[src/rtl/game_io_controller.sv]
// game_io_controller: processor game-I/O registers, game-state sequencer and
// PS2 space-key handshake.
//   clock, resetn            : clock, asynchronous active-low reset
//   cpu_wr_state/bird/score  : single-cycle write strobes (priority state > bird > score)
//   cpu_wdata                : shared write data
//   cpu_key_ack              : software consumed the key event
//   space_state              : PS2 key event (0 none, 1 press, 2/3 release)
//   reset_space_state        : acknowledge back to PS2
//   key_pending              : coalesced unconsumed space press
//   game_state, bird_y, score, seed, random_reset, bad_write : registered outputs
module game_io_controller #(
  parameter int signed   BIRD_Y_MIN = 0,
  parameter int signed   BIRD_Y_MAX = 479,
  parameter int unsigned SCORE_MAX  = 9999,
  parameter int unsigned ACK_HOLD   = 2
) (
  input  logic        clock,
  input  logic        resetn,
  input  logic        cpu_wr_state,
  input  logic        cpu_wr_bird,
  input  logic        cpu_wr_score,
  input  logic [31:0] cpu_wdata,
  input  logic        cpu_key_ack,
  input  logic [1:0]  space_state,
  output logic        reset_space_state,
  output logic        key_pending,
  output logic [1:0]  game_state,
  output logic [31:0] bird_y,
  output logic [31:0] score,
  output logic [31:0] seed,
  output logic        random_reset,
  output logic        bad_write
);

  localparam int unsigned DATA_W = 32;
  localparam int unsigned HOLD_W = 4;

  typedef enum logic [1:0] {GS_TITLE = 2'd0, GS_PLAY = 2'd1, GS_OVER = 2'd2} game_state_e;
  typedef enum logic [1:0] {K_IDLE = 2'd0, K_ACK = 2'd1, K_CLEAR = 2'd2} key_state_e;

  game_state_e         gs_q, gs_d;
  key_state_e          ks_q, ks_d;
  logic [HOLD_W-1:0]   hold_q, hold_d;
  logic [DATA_W-1:0]   bird_q, bird_d, score_q, score_d, seed_q, seed_d;
  logic                rss_q, rss_d, kp_q, kp_d, rr_q, rr_d, bw_q, bw_d;

  // Register bank
  always_ff @(posedge clock or negedge resetn) begin
    if (!resetn) begin
      gs_q    <= GS_TITLE;
      ks_q    <= K_IDLE;
      hold_q  <= '0;
      bird_q  <= DATA_W'(BIRD_Y_MIN);
      score_q <= '0;
      seed_q  <= '0;
      rss_q   <= 1'b0;
      kp_q    <= 1'b0;
      rr_q    <= 1'b0;
      bw_q    <= 1'b0;
    end else begin
      gs_q    <= gs_d;
      ks_q    <= ks_d;
      hold_q  <= hold_d;
      bird_q  <= bird_d;
      score_q <= score_d;
      seed_q  <= seed_d;
      rss_q   <= rss_d;
      kp_q    <= kp_d;
      rr_q    <= rr_d;
      bw_q    <= bw_d;
    end
  end

  // Processor write path and game-state sequencer
  logic              multi_strobe;
  logic              state_legal;
  logic              bad;
  logic signed [DATA_W-1:0] wdata_s;
  game_state_e       gs_new;

  always_comb begin
    gs_d         = gs_q;
    bird_d       = bird_q;
    score_d      = score_q;
    seed_d       = DATA_W'(seed_q + DATA_W'(1));
    rr_d         = 1'b0;
    bad          = 1'b0;
    wdata_s      = $signed(cpu_wdata);
    gs_new       = game_state_e'(cpu_wdata[1:0]);
    multi_strobe = (cpu_wr_state & cpu_wr_bird) | (cpu_wr_state & cpu_wr_score) |
                   (cpu_wr_bird & cpu_wr_score);
    state_legal  = (cpu_wdata[31:2] == '0) &&
                   ((gs_new == gs_q) ||
                    (gs_q == GS_TITLE && gs_new == GS_PLAY) ||
                    (gs_q == GS_PLAY  && gs_new == GS_OVER) ||
                    (gs_q == GS_OVER  && gs_new == GS_TITLE));

    if (cpu_wr_state) begin
      if (state_legal) begin
        gs_d = gs_new;
        // Starting a new game resets the playfield and reseeds the PRNG
        if (gs_q == GS_TITLE && gs_new == GS_PLAY) begin
          score_d = '0;
          bird_d  = DATA_W'(BIRD_Y_MIN);
          rr_d    = 1'b1;
        end
      end else begin
        bad = 1'b1;
      end
    end else if (cpu_wr_bird) begin
      if (wdata_s < BIRD_Y_MIN)      bird_d = DATA_W'(BIRD_Y_MIN);
      else if (wdata_s > BIRD_Y_MAX) bird_d = DATA_W'(BIRD_Y_MAX);
      else                           bird_d = cpu_wdata;
    end else if (cpu_wr_score) begin
      if (gs_q != GS_PLAY)                   bad     = 1'b1;
      else if (cpu_wdata > DATA_W'(SCORE_MAX)) score_d = DATA_W'(SCORE_MAX);
      else                                   score_d = cpu_wdata;
    end

    bw_d = bw_q | bad | multi_strobe;
  end

  // Key handshake FSM; a press seen in K_IDLE beats a coincident ack
  always_comb begin
    ks_d   = ks_q;
    hold_d = hold_q;
    rss_d  = 1'b0;
    kp_d   = kp_q & ~cpu_key_ack;
    unique case (ks_q)
      K_IDLE: begin
        if (space_state != 2'd0) begin
          ks_d   = K_ACK;
          hold_d = HOLD_W'(1);
          rss_d  = 1'b1;
          if (space_state == 2'd1) kp_d = 1'b1;
        end
      end
      K_ACK: begin
        if (hold_q == HOLD_W'(ACK_HOLD)) begin
          ks_d = K_CLEAR;
        end else begin
          hold_d = HOLD_W'(hold_q + HOLD_W'(1));
          rss_d  = 1'b1;
        end
      end
      K_CLEAR: begin
        if (space_state == 2'd0) ks_d = K_IDLE;
      end
      default: ks_d = K_IDLE;
    endcase
  end

  assign reset_space_state = rss_q;
  assign key_pending       = kp_q;
  assign game_state        = gs_q;
  assign bird_y            = bird_q;
  assign score             = score_q;
  assign seed              = seed_q;
  assign random_reset      = rr_q;
  assign bad_write         = bw_q;

endmodule

[config.mk]
export PLATFORM = sky130hd
export DESIGN_NAME = game_io_controller
export DESIGN_NICKNAME = d
export VERILOG_FILES = /design/src/rtl/game_io_controller.sv
export SDC_FILE = /design/constraint.sdc
export NUM_CORES = 1
export LEC_CHECK = 0
export BUFFER_PORTS_ARGS = -buffer_cell sky130_fd_sc_hd__buf_2
export CORE_MARGIN = 4
export CORE_UTILIZATION = 40
export DETAILED_ROUTE_END_ITERATION = 6
export HOLD_SLACK_MARGIN = 0.15
export PLACE_DENSITY = 0.71
export REMOVE_ABC_BUFFERS = 1
export SLEW_MARGIN = 20
export SYNTH_ARGS = -nofsm -noshare
export SYNTH_HDL_FRONTEND = slang
export SYNTH_SLANG_ARGS = --single-unit
[constraint.sdc]
create_clock -name clock -period 4.25 [get_ports clock]
set_clock_uncertainty 0.1 [all_clocks]
set_input_delay 0.6375 -clock clock [delete_from_list [all_inputs] [get_ports clock]]
set_output_delay 0.6375 -clock clock [all_outputs]
set_load 0.005 [all_outputs]
==> Word level (Yosys, flattened, before mapping) <==
Cells that the tools add are included.
{ "classes": {"add_sub_neg": 2, "multipliers": 0, "div_mod_pow": 0, "order_cmp": 3, "eq_ne": 18, "shift": 0, "muxes": 32, "n_bitwise": 9, "reduce_logical": 21} }
{ "op_table": {"columns": ["op", "n"], "rows": [
  ["32-bit two-way mux", 11],
  ["32-bit by 1-bit adder with 32-bit output, second input constant", 1],
  ["32-bit by 10-bit > comparator with 1-bit output, second input constant", 1],
  ["32-bit by 14-bit > comparator with 1-bit output, second input constant", 1],
  ["32-bit by 1-bit < comparator with 1-bit output, second input constant", 1],
  ["30-bit zero test", 1],
  ["1-bit two-way mux", 13],
  ["2-bit inequality test, second input constant", 6],
  ["3-bit AND reduction", 3],
  ["2-bit by 1-bit == test with 1-bit output, second input constant", 4],
  ["2-bit zero test", 4],
  ["4-bit two-way mux", 2],
  ["4-bit one-hot mux with 2 select lines", 1],
  ["2-bit nonzero test", 4],
  ["2-bit == test, second input constant", 3],
  ["2-bit two-way mux", 3],
  ["2-bit by 1-bit inequality test with 1-bit output, second input constant", 3],
  ["2-bit one-hot mux with 3 select lines", 1],
  ["5-bit AND reduction", 1],
  ["4-bit by 1-bit adder with 4-bit output, second input constant", 1],
  ["1-bit AND", 4],
  ["4-bit by 2-bit == test with 1-bit output, second input constant", 1],
  ["1-bit logical AND", 4],
  ["1-bit bitwise OR", 4],
  ["5 further kinds", 7]
]} }
{ "word_totals": {"ff_bits": 108, "latchBits": 0, "ramBits": 0, "romBits": 0, "input_bits": 40, "elab_cells": 95, "memories": 0} }

==> Longest topological paths before layout <==
Gate-level depths: netlist of run 1.
{ "logic_depth": {"ltp_word": 10, "mapped_depth": 6, "ltp_nobuf": 6} }

==> Least setup slack after synthesis of run 1 <==
OpenSTA, ideal clock, no wires.
{ "synth_timing": {"path_kind": "input-to-reg", "start": "in cpu_wdata[23]", "end": "reg score_q[14] (netlist: score[14])", "t_arrival_ps": 2105, "required_time_ps": 3995, "slack_ps": 1889, "stages": 5, "path_buffers": 1, "path_cell_list": "nor4_1 nand3_2 nor4_4 buf_6 nor3b_1"} }
{ "synth_between": {"elab_chain_len": 6} }
{ "synth_rtl": {"columns": ["item", "line", "rtl"], "rows": [
  ["from (decl)", "22", "input logic [31:0] cpu_wdata,"],
  ["32-bit by 14-bit > comparator with 1-bit output", "116", "else if (cpu_wdata > DATA_W'(SCORE_MAX)) score_d = DATA_W'(SCORE_MAX);"],
  ["32-bit two-way mux", "116", null],
  ["32-bit two-way mux", "115", "if (gs_q != GS_PLAY) bad = 1'b1;"],
  ["32-bit two-way mux", "114", "end else if (cpu_wr_score) begin"],
  ["32-bit two-way mux", "110", "end else if (cpu_wr_bird) begin"],
  ["32-bit two-way mux", "98", "if (cpu_wr_state) begin"],
  ["to (signal assigned)", "65", "score_q <= score_d;"],
  ["to (decl)", "44", "logic [DATA_W-1:0] bird_q, bird_d, score_q, score_d, seed_q, seed_d;"]
]} }
Several ways; a longest one is shown, not always the timed one. The select of a mux whose other input is x is not followed.
A chain may end at the register's enable or synchronous reset.

==> Worst setup path in the final report of run 1 <==
{ "layout_timing": {"start": "in cpu_wdata[26]", "end": "reg bird_q[10] (netlist: bird_y[10])"} }
{ "layout_between": {"elab_chain_len": 5} }
{ "layout_rtl": {"columns": ["item", "line", "rtl"], "rows": [
  ["32-bit by 10-bit > comparator with 1-bit output", "112", "else if (wdata_s > BIRD_Y_MAX) bird_d = DATA_W'(BIRD_Y_MAX);"],
  ["32-bit two-way mux", "112", null],
  ["32-bit two-way mux", "111", "if (wdata_s < BIRD_Y_MIN) bird_d = DATA_W'(BIRD_Y_MIN);"],
  ["32-bit two-way mux", "110", null],
  ["32-bit two-way mux", "98", null],
  ["to (signal assigned)", "53", "bird_q <= DATA_W'(BIRD_Y_MIN);"],
  ["to (signal assigned)", "64", "bird_q <= bird_d;"],
  ["to (decl)", "44", null]
]} }
Several ways; a longest one is shown, not always the timed one. The select of a mux whose other input is x is not followed.

==> results of run 1 <==
[worst max path at each step]
stage | from | endpoint | slack (ps)
after floorplan | cpu_wdata[23] | bird_y[5] | 650
after global placement | cpu_wdata[23] | score[28] | 1530
after detailed placement | cpu_wdata[26] | bird_y[18] | 1360
after CTS | cpu_wdata[26] | score[29] | 1730
after global routing | cpu_wdata[23] | bird_y[18] | 1530
final | cpu_wdata[26] | bird_y[10] | 1690
[logic make-up (layout without fill, tap and decap cells)]
kind of cell,Yosys count,in the layout
adder cells (fa/ha/maj),3,3
XOR/XNOR,33,33
buffers and inverters,30,170
AO/OA/AOI/OAI,32,32
AND/OR/NAND/NOR,181,181
other,1,1
flip-flops,107,107
multiplexers,4,4
[flip-flops by register name (all words and copies together), names as in the netlist]
signal / flops
hold_q: 4
bird_y: 31
ks_q: 2
key_pending: 1
seed: 32
game_state: 2
random_reset: 1
bad_write: 1
score: 32
reset_space_state: 1
[through the flow]
stage | cell area [sq um] | util (%)
after global routing | 5650 | 51.5
after detailed placement | 5320 | 48.5
after global placement | 5320 | 48.5
final | 5650 | 51.5
after CTS | 5650 | 51.4
after floorplan | 4410 | -
[power by group through the flow]
| stage | Sequential [uW] | Combinational (uW) | Clock, uW |
|---|---|---|---|
| 4_1_cts | 1090 | 213 | 885 |
| 5_1_grt | 1100 | 239 | 927 |
| 6_report | 1090 | 208 | 862 |
| 2_1_floorplan | 1110 | 118 | 0 |
| 3_5_place_dp | 1110 | 211 | 0 |
| 3_3_place_gp | 1110 | 203 | 0 |
[repair_timing]
action,CTS,global route
hold buffers,1,0
endpoints found under the hold margin,26,0
endpoints found under the setup margin,0,0
[final cells by class]
| cell class | count | share of cell area (%) |
|---|---|---|
| sequential | 107 | 47.4 |
| multi-input combinational | 254 | 30.3 |
| timing repair buffer | 145 | 13.2 |
| clock buffer | 12 | 4.54 |
| tap | 140 | 3.10 |
| clock inverter | 4 | 0.974 |
| inverter | 9 | 0.598 |
[cell usage after synthesis (all sizes together)]
master / n
o21a: 1
nand4b: 2
buf: 10
conb: 1
nand4: 10
nor2b: 2
nor3: 17
nor3b: 41
and4: 2
nand3: 13
a21oi: 1
or2: 3
o2bb2ai: 6
and3: 2
a32oi: 1
mux2: 2
xor2: 20
xnor2: 13
mux2i: 2
or4b: 1
nor2: 11
or3b: 3
ha: 3
nand2b: 6
nor4: 27
o22ai: 17
o21ai: 5
clkbuf: 11
nand2: 36
and2: 1
a211o: 1
nor4b: 1
or4: 3
inv: 9
dfrtp: 107
[per-layer routing]
metal,share of wire [%],up-vias,wire (microns)
met1,44,1743,4570
met4,1.5,0,159
met3,7.5,13,785
met5,0,-,0
met2,47,110,4910
li1,-,1667,-
[critical path, stage by stage]
cell and delay (ps):
buf_2 100, nor4_1 500, nand3_2 410, nor4_4 390
buf_4 460, nor3b_1 120
==> results.md, run 1 <==
- Power share of the combinational group: about a tenth
- Post-layout net count: about 570
- Kind of critical path: in -> reg
- Endpoints failing setup: 0
- Outcome: completed
- Worst path required time: around 4300 ps
- Mapped Area: approximately 4500 sq um
- Post-Route WL: between 10000 and 15000 microns
- Combined global-route utilization of all metal layers: 16.1%
- Top Usage Layer GRT: met2
- Vias in the first global route: approximately 3400
- CTS Buffer Depth: 2
- Slew Viols, Final: 0
- Largest family of logic cells by synthesized area: simple AND/OR/NAND/NOR gates
- Ys Warns: 0
- Die W: between 100 and 150 microns
- Drt wl/cell: about 16 microns
- Min-Delay Startpoint: seed[31]
- H-tree levels: 3
- Seq/Total Area, Yosys: a little under 60%
- Placed insts: about 650
- Clock sink total: ~110
- Hold Crit Class: reg -> reg
- Worst Slack Setup Final: 1690 ps
- DIE HEIGHT: around 110 microns
- Worst EP arrival: around 2600 ps
- Multi-input logic area: ~1700 sq um
- Global-route wire length before repair: 17200 microns
- Commonest non-fill, non-tap cell in the layout: buf_2
- RR Endpoint: score[12]
- Area growth from synthesis to layout: 24.6%
- Worst hold path depth: 1
- Psw: roughly 500 uW
- Layout Cells excl Fill: between 600 and 700
- Peak Freq: 0.390 GHz
- Reg2Reg Setup Slack: about 1700 ps
- VDD IR max: between 0.15 and 0.2 mV
- Clk_lat worst skew: 340 ps
- TritonCTS clock tree: done
- Seq pwr share: roughly half
- Root Buffer: clkbuf_16
- Pwr Density: 383 nW/um^2
- Syn Area/Cell: between 10 and 15 sq um
- Vias per cell: about 5.3
- Ports: 142
- Largest area contributor in the netlist: dfrtp_1
- Initial antenna violation count: 0
- Mux share of post-synthesis cell area: less than 1%
- Switching Fraction: about a quarter
- Routed Antenna Nets: 0
- Final TNS setup: 0 ps
- Post-CTS setup buffers: 0
- Grt met3 use: between 3 and 4%
- Fin. Hold Viols: 0
- Initial DRT Pass Iterations: 4
- Slew @ Worst Pin: between 900 and 1000 ps
- Initial DRC Count: 249
- Largest net degree at the start of global routing: 50
- CTS buffer count: 9
- Power Internal: ~1600 uW
- Post-Synth XOR/XNOR Area: 6.37%
- Slew headroom: 38.5%
- Power share of the clock group: roughly two fifths
- Via count: approximately 3500
- Core area: around 11000 sq um
- Final Power: roughly 2200 uW
- Share of layout cells above drive strength 1: 32.8%
- Area share of the largest cell type after synthesis: between 50% and 60%
- Library cells used by synthesis: 45
- DIE AREA: around 13000 sq um
- Hold Path End: seed[31]
- Max-Cap Viols: 0
- Rows: 38
- Mapped Cells: 391
- Synth Area in Simple Gates: 24.3%
- RSZ-0062 raised after global routing: no
- Crit path max fanout: 47
- FF+latch count, synth: around 110
- Final GP Congestion: ~0.77
- IO buf count: 140
- Crit start category: input pin
- Initial Util: 41.3%
- Worst setup EP type: register
- CTS resizes: 0
- Most frequent cells in the layout: 139 x buf_2, 107 x dfrtp_1, 40 x nor3b_1, 36 x nand2_1, 24 x nor4_1
- Static Leak: about 0.0029 uW
- Synth area leaders: dfrtp_1 59%, nor3b_1 6.8%, xor2_1 3.9%
- Register area: 2680 sq um
- R2R depth: 4
- Period utilization: between 60% and 70%
- Drt drc: 0
- Synth Area in Compound Gates: around 4.9%
- Met1 GRT Util: between 20% and 30%
- Worst-path clk slew: approximately 70 ps
- Worst hold slack: between 300 and 400 ps
- R2R Path Start: game_state[1]
- Adder-Cell Fraction of Synth Area: less than 1%
- Grt total ovfl: 0
- Worst slack, placed: between 1000 and 1500 ps
- Met2 usage: between 20% and 30%
- Tmin final: roughly 2600 ps
- # diodes: 0
- Hpwl dp: 7670 microns
- Fill cell count: around 1000
(Power assumes the default switching activity.)
==> run 2, diff against run 1 <==
==> constraint.sdc (replaced) <==
create_clock -name clock -period 2.5 [get_ports clock]
set_clock_uncertainty 0.1 [all_clocks]
set_input_delay 0.375 -clock clock [delete_from_list [all_inputs] [get_ports clock]]
set_output_delay 0.375 -clock clock [all_outputs]
set_load 0.005 [all_outputs]
==> results.md, run 2 (synthesis gave the netlist of run 1 again) <==
- RR Endpoint: score[12]
- Multi-input logic area: approximately 1700 sq um
- TritonCTS clock tree: done
- Hpwl dp: around 7600 microns
- CTS resizes: 0
- Delay-heaviest family, CP: simple AND/OR/NAND/NOR gates
- Worst Slack Setup Final: 365 ps
- VDD IR max: 0.459 mV
- Share of layout cells above drive strength 1: around a third
- Worst path required time: ~2700 ps
- Post-Route WL: roughly 11000 microns
- Post-route cell area: around 5700 sq um
- Critical path's slowest cell: or3b_1
- Die W: 115 microns
- Reg2Reg Setup Slack: ~370 ps
- Tmin final: about 2100 ps
- Slew headroom: between 50% and 60%
- Worst setup path startpoint: game_state[1]
- Critical path depth: 4
- Initial DRC Count: roughly 170
- Period utilization: between 80% and 90%
- Worst path max stage delay: 470 ps
- Initial DRT Pass Iterations: 4
- Worst-path clk slew: ~70 ps
- DIE HEIGHT: ~110 microns
- Kind of critical path: reg -> reg
- Crit path max fanout: 6
- Hold Crit Class: in -> reg
- Critical-path cell list: or3b_1 -> or3b_1 -> nor4_4 -> o2bb2ai_1
- Via count: between 3000 and 4000
- Routed Antenna Nets: 0
- CTS buffer count: 9
- Fin. Hold Viols: 0
- Pwr Density: approximately 650 nW/um^2
- R2R depth: 4
- Clk_lat worst skew: about 340 ps
- RSZ-0062 raised after global routing: no
- Slew @ Worst Pin: 665 ps
- Post-layout net count: ~580
- Drt drc: 0
- Fill cell count: about 1000
- Final Power: about 3800 uW
- Static Leak: around 0.0030 uW
- Outcome: completed
- Commonest non-fill, non-tap cell in the layout: buf_2
- DIE AREA: 13100 sq um
- Worst EP arrival: between 2000 and 2500 ps
- Post-place instance area: around 5400 sq um
- Initial Util: between 40% and 50%
- Worst hold slack: between 150 and 200 ps
- Initial antenna violation count: 0
- Final GP Congestion: between 0.8 and 0.9
- Core area: 11000 sq um
- R2R Path Start: game_state[1]
- Min-Delay Startpoint: cpu_wdata[11]
- Slew Viols, Final: 0
- Crit start category: register
- Area growth from synthesis to layout: 26.6%
- Hold buffers post-CTS: 2
- Most frequent cells in the layout: 139 x buf_2, 107 x dfrtp_1, 40 x nor3b_1, 36 x nand2_1, 24 x nor4_1
- Placed insts: 660
- IO buf count: 140
- Post-CTS setup buffers: 0
- Ports: ~140
- Combined global-route utilization of all metal layers: about 16%
- Vias per cell: between 5 and 6
- Layout Cells excl Fill: between 600 and 700
- Worst slack, placed: 233 ps
- CTS Buffer Depth: 2
- Register area: 2680 sq um
- Max-Cap Viols: 0
- Rows: 38
- Drt wl/cell: between 15 and 20 microns
- Peak Freq: approximately 0.47 GHz
- Worst hold path depth: 2
- Worst setup EP type: register
- Clock sink total: 107
- Global-route wire length before repair: ~17000 microns
- Vias in the first global route: 3369
- Root Buffer: clkbuf_16
- H-tree levels: 3
- Largest net degree at the start of global routing: around 110
- Critical Path Most Common Cell: or3b_1
- Worst setup path endpoint: score[12]
- Endpoints failing setup: 0
- Buf/Inv on CP: 0
- Grt total ovfl: 0
- # diodes: 0
-- run 2: changes by cell type in the layout (fill, tap and decap cells not counted), sizes merged --
cell,delta
inv,-2
bufinv,+1
dlygate4sd3,+1
clkinv,+1
buf,+6
-- run 2: report_power, final --
part	switching (uW)	internal, uW	total [uW]
clock network	611	932	1540
registers	57.7	1800	1860
logic	192	165	357
total	861	2900	3760
-- run 2: per-stage QoR --
step | setup TNS [ps] | util [%]
2_1_floorplan | -45370 | -
3_3_place_gp | 0 | 49.1
3_5_place_dp | 0 | 49.1
4_1_cts | 0 | 52.3
5_1_grt | 0 | 52.3
6_report | 0 | 52.3
-- run 2: per-layer routing --
metal / GRT usage [%] / routed length (microns)
met1: 22.1 / 4780
met2: 24.7 / 4900
met3: 4.23 / 759
met4: 6.02 / 146
met5: 0 / 0
-- run 2: final cells by class --
| type | count | share of cell area (%) |
|---|---|---|
| Tap cell | 140 | 3.05 |
| Sequential cell | 107 | 46.6 |
| Clock buffer | 12 | 4.47 |
| Inverter | 9 | 0.588 |
| Multi-Input combinational cell | 254 | 29.7 |
| Clock inverter | 4 | 1.26 |
| Timing Repair Buffer | 152 | 14.3 |
-- run 2: worst min-delay path by stage --
stage | endpoint | slack, ps
6_report | score[11] | 170
5_1_grt | score[11] | 170
4_1_cts | score[11] | 150
3_5_place_dp | bad_write | 350
3_3_place_gp | seed[31] | 350
2_1_floorplan | bad_write | -20
